File: src/rtl/alu_scheduler.sv
// alu_scheduler
//   Round-robin arbiter/sequencer in front of the 4-bit gray-input ALU core.
//   Two requesters hand over binary operands on valid/ready. The winner's
//   operands are gray-coded and held on the core for SETTLE_CYCLES cycles.
//   The core outputs are then captured into a tagged response that is held
//   until the consumer accepts it.
// Ports
//   clk, rst               clock, synchronous active-high reset
//   req{0,1}_valid/ready   request handshake per client
//   req{0,1}_a/_b/_op      binary operands and op
//   alu_g1/_g2/_op         gray operands and op driven to the core
//   alu_r/_zero/_ovf       core result and flags
//   rsp_valid/ready        response handshake
//   rsp_id/_r/_zero/_ovf   response tag, result and flags
//   busy                   FSM not in IDLE
//   ovf_count              saturating count of overflowing completions
module alu_scheduler #(
  parameter int SETTLE_CYCLES = 4
) (
  input  logic       clk,
  input  logic       rst,
  input  logic       req0_valid,
  output logic       req0_ready,
  input  logic [3:0] req0_a,
  input  logic [3:0] req0_b,
  input  logic [1:0] req0_op,
  input  logic       req1_valid,
  output logic       req1_ready,
  input  logic [3:0] req1_a,
  input  logic [3:0] req1_b,
  input  logic [1:0] req1_op,
  output logic [3:0] alu_g1,
  output logic [3:0] alu_g2,
  output logic [1:0] alu_op,
  input  logic [3:0] alu_r,
  input  logic       alu_zero,
  input  logic       alu_ovf,
  output logic       rsp_valid,
  input  logic       rsp_ready,
  output logic       rsp_id,
  output logic [3:0] rsp_r,
  output logic       rsp_zero,
  output logic       rsp_ovf,
  output logic       busy,
  output logic [7:0] ovf_count
);

  typedef enum logic [1:0] {IDLE, SETTLE, RESP} state_t;

  typedef struct packed {
    logic [3:0] a;
    logic [3:0] b;
    logic [1:0] op;
  } req_t;

  state_t     state, state_nxt;
  logic       last_grant;
  logic       grant;
  logic       id_q;
  logic [3:0] cnt;
  logic       hs;
  logic       cap;
  req_t       sel;

  function automatic logic [3:0] gray(input logic [3:0] v);
    return v ^ (v >> 1);
  endfunction

  // Tie goes to the client not served last; a lone requester always wins.
  always_comb begin
    grant = 1'b0;
    if (req0_valid && req1_valid) grant = ~last_grant;
    else if (req1_valid)          grant = 1'b1;
  end

  assign req0_ready = (state == IDLE) && req0_valid && !grant;
  assign req1_ready = (state == IDLE) && req1_valid &&  grant;
  assign hs         = req0_ready || req1_ready;
  assign cap        = (state == SETTLE) && (cnt == 4'd0);
  assign sel        = grant ? req_t'{req1_a, req1_b, req1_op}
                            : req_t'{req0_a, req0_b, req0_op};
  assign busy       = (state != IDLE);

  always_comb begin
    state_nxt = state;
    case (state)
      IDLE:    if (hs)                     state_nxt = SETTLE;
      SETTLE:  if (cnt == 4'd0)            state_nxt = RESP;
      RESP:    if (rsp_valid && rsp_ready) state_nxt = IDLE;
      default:                             state_nxt = IDLE;
    endcase
  end

  always_ff @(posedge clk) begin
    if (rst) begin
      state      <= IDLE;
      last_grant <= 1'b1;
      id_q       <= 1'b0;
      cnt        <= 4'd0;
      alu_g1     <= 4'd0;
      alu_g2     <= 4'd0;
      alu_op     <= 2'd0;
      rsp_valid  <= 1'b0;
      rsp_id     <= 1'b0;
      rsp_r      <= 4'd0;
      rsp_zero   <= 1'b0;
      rsp_ovf    <= 1'b0;
      ovf_count  <= 8'd0;
    end else begin
      state <= state_nxt;
      // Core inputs move only here, so the core never sees glitches
      // between operations.
      if (hs) begin
        alu_g1     <= gray(sel.a);
        alu_g2     <= gray(sel.b);
        alu_op     <= sel.op;
        id_q       <= grant;
        last_grant <= grant;
        cnt        <= 4'(SETTLE_CYCLES - 1);
      end else if (state == SETTLE && cnt != 4'd0) begin
        cnt <= cnt - 4'd1;
      end
      if (cap) begin
        rsp_valid <= 1'b1;
        rsp_id    <= id_q;
        rsp_r     <= alu_r;
        rsp_zero  <= alu_zero;
        rsp_ovf   <= alu_ovf;
        if (alu_ovf && ovf_count != 8'hFF) ovf_count <= ovf_count + 8'd1;
      end else if (state == RESP && rsp_valid && rsp_ready) begin
        rsp_valid <= 1'b0;
      end
    end
  end

endmodule

File: config.mk
export PLATFORM = sky130hd
export DESIGN_NAME = alu_scheduler
export DESIGN_NICKNAME = d
export VERILOG_FILES = /design/src/rtl/alu_scheduler.sv
export SDC_FILE = /design/constraint.sdc
export NUM_CORES = 1
export LEC_CHECK = 0
export BUFFER_PORTS_ARGS = -buffer_cell sky130_fd_sc_hd__buf_4
export CORE_ASPECT_RATIO = 0.9
export CORE_MARGIN = 2
export CORE_UTILIZATION = 30
export DETAILED_ROUTE_END_ITERATION = 12
export PLACE_DENSITY = 0.53
export SLEW_MARGIN = 20
export SYNTH_ARGS = -nofsm -noshare
export SYNTH_HDL_FRONTEND = slang
export SYNTH_SLANG_ARGS = --single-unit
export TNS_END_PERCENT = 50
File: constraint.sdc
create_clock -name clk -period 4.7 [get_ports clk]
set_input_delay 0.705 -clock clk [delete_from_list [all_inputs] [get_ports clk]]
set_output_delay 0.705 -clock clk [all_outputs]
set_load 0.01 [all_outputs]
==> impl_metrics.json <==
{
  "post_cts_resized": 0,
  "synth_area_um2": 1597,
  "yosysTopAreaCell": "dfxtp_1",
  "syn_avg_cell_area_um2": 8.403,
  "regArea_um2": 680.7,
  "fin_area_um2": 2168,
  "grt_pass1_wl_mm": 5.885,
  "die_x_um": 80.90,
  "maxCapViolCount": 0,
  "post_cts_buffers": 0,
  "fin_skew_ns": 0.006697,
  "overflow": 0,
  "dp_slack_ns": 2.497,
  "path_cells": "buf_4, a21boi_1, buf_4, and2_1, buf_4",
  "ys_types": 37,
  "max_freq_mhz": 454.8,
  "dr.pass1.iters": 4,
  "layout-drive-gt1-share": 0.2955,
  "cp_top_family": "buffers and inverters",
  "clk_latency_ns": 0.28,
  "grt_max_degree": 36,
  "core_um2": 5192,
  "ir_worst_vdd_mv": 0.1473,
  "io_pins": 60,
  "syn_nets": 223,
  "synth_edf_count": 0,
  "cp_num_buf_inv": 3,
  "nets": 280,
  "p_int_uw": 533.5,
  "clk_pin_slew_ns": 0.06,
  "final_cell_mix": "buf_4 (60), dfxtp_1 (34), nand2_1 (30)",
  "start_kind": "input port",
  "rsz0062_at_grt": "no",
  "synth_cells": 190,
  "cts_buffers": 5,
  "wl_mm": 3.533,
  "antenna_cells": 0,
  "hp-class": "register to register",
  "cts_max_level": 2,
  "period_share": 0.4679,
  "setup_viol": 0,
  "required_ns": 3.99,
  "area_growth_pct": 35.82,
  "cellPowerDensity_nw_per_um2": 360.7,
  "layout_commonest_cell": "buf_4",
  "min_period_ns": 2.199,
  "async_flop_share": 0,
  "seqPwrFrac": 0.442,
  "synthTopCellsByArea": "dfxtp_1 (43%), a21oi_1 (7.5%), nand2_1 (7.1%)",
  "yosysSeqAreaShare": 0.4263,
  "gp_congestion": 0.7634,
  "via_per_inst": 4.646,
  "placed_area_um2": 2090,
  "cts_hold_buf": 0,
  "slew_headroom": 0.5358,
  "crit_path_end_kind": "output port",
  "initial_core_util": 0.3075,
  "tritoncts": "yes",
  "synth_ff_type": "dfxtp_1",
  "wire_per_inst_um": 11.25,
  "dieHeight_um": 73.21,
  "outcome": "completed",
  "dp_hpwl_mm": 2.553,
  "swShare": 0.3178,
  "max_slew.worst_pin.slew_ns": 0.6916,
  "p_leak_nw": 0.8760,
  "antenna_found_initial": 0,
  "dieArea_um2": 5922,
  "crit_arrival_ns": 1.49,
  "num_vias": 1459,
  "clkPwrFrac": 0.258,
  "cts.sinks": 34,
  "synth_seq_cells": 34,
  "hold_viol": 0,
  "synth_top_cell_area_share": 0.4263,
  "multi_input_area_um2": 859.6,
  "max_stage_delay_ns": 0.24,
  "drc": 0,
  "port_buffers": 59,
  "worst_path_most_repeated_cell": "buf_4",
  "pwr-share-comb": 0.300,
  "ys_warn_count": 0,
  "cts_buffer_depth": 2,
  "num_rows": 25,
  "nFillCells": 535,
  "drt_iter0_drc": 44,
  "path_class": "input port to output port",
  "grt_pass1_vias": 1315,
  "grt_usage": 0.1285,
  "setup_slack_ns": 2.501,
  "report.final.slew_viol_count": 0,
  "crit_slowest_cell": "buf_4",
  "cts_root_buffer": "clkbuf_8",
  "fin_worst_hold_slack_ns": 0.4541,
  "cp_max_fo": 18,
  "setup_tns_ns": 0,
  "final_antenna_net_count": 0,
  "power_switching_uw": 248.5
}
==> state kept, by name (all words and copies together) (netlist names) <==
register / flops
ovf_count: 8
alu_g1: 4
alu_g2: 4
cnt: 4
rsp_r: 4
alu_op: 2
state: 2
id_q: 1
last_grant: 1
rsp_id: 1
rsp_ovf: 1
rsp_valid: 1
rsp_zero: 1
==> cells in the mapped netlist, drive strengths merged, types with 2 or more instances <==
cell type / count
or2: 2
xnor2: 7
clkbuf: 6
a21oi: 24
or4: 4
nand3: 13
nor3: 3
nand2: 30
o21ai: 3
buf: 4
a211oi: 4
o211ai: 6
dfxtp: 34
mux2i: 4
nor2b: 3
ha: 2
o31ai: 4
xor2: 8
inv: 4
nor2: 10
or3b: 2
or3: 2
==> cell type report <==
type / count / share of cell area
inverter: 4 / 0.006924
sequential: 34 / 0.3139
tap: 67 / 0.03866
multi-input combinational: 142 / 0.3964
clock inverter: 2 / 0.004616
timing repair buffer: 60 / 0.2077
clock buffer: 5 / 0.03174
==> final timing paths <==
| check | slack (ns) | start | depth (start not counted) | to |
|---|---|---|---|---|
| max reg2reg | 2.56 | state[0]$_SDFFE_PP0P_ | 4 | ovf_count[5]$_SDFFE_PP0P_ |
| max | 2.50 | req0_valid | 5 | req1_ready |
| min reg2reg | 0.45 | alu_g1[2]$_SDFFE_PP0P_ | 2 | alu_g1[2]$_SDFFE_PP0P_ |
| min | 0.45 | alu_g1[2]$_SDFFE_PP0P_ | 2 | alu_g1[2]$_SDFFE_PP0P_ |
==> through the flow <==
stage               power [mW]  utilization  cells
floorplan               0.4954            -    190
global placement        0.5910       0.4024    307
detailed placement      0.5900       0.4024    307
CTS                     0.7960       0.4176    314
global route            0.8400       0.4176    314
finish                  0.7820       0.4176    314
==> kinds of logic after synthesis <==
family,Yosys count,synth area share
xor gates and xnor gates,15,0.08229
and+or+nand+nor,73,0.2281
AOI/OAI and AO/OA,47,0.1803
DFF,34,0.4263
muxes,5,0.03213
adders and majority gates,2,0.01567
buffers and inverters,14,0.03526
==> worst min-delay path: cells and delay by family (launching register included) <==
family	cells	cell delay [ns]
DFF	1	0.31
and+or+nand+nor	1	0.05
AOI/OAI and AO/OA	1	0.05
==> power groups by stage <==
stage	Clock [mW]	Sequential, mW	Combinational [mW]
global route	0.225	0.350	0.265
CTS	0.211	0.346	0.239
detailed placement	0	0.352	0.238
floorplan	0	0.360	0.135
finish	0.202	0.346	0.234
global placement	0	0.352	0.239
==> routing by layer <==
| layer | GRT usage | routed length [um] | part of all wire | vias up |
|---|---|---|---|---|
| met1 | 0.1660 | 1733 | 0.49 | 627 |
| li1 | - | - | - | 778 |
| met5 | 0 | 0 | 0 | - |
| met2 | 0.1882 | 1417 | 0.40 | 47 |
| met4 | 0.03955 | 46 | 0.013 | 0 |
| met3 | 0.06312 | 336 | 0.095 | 7 |
Power figures use the tool's default switching activity.
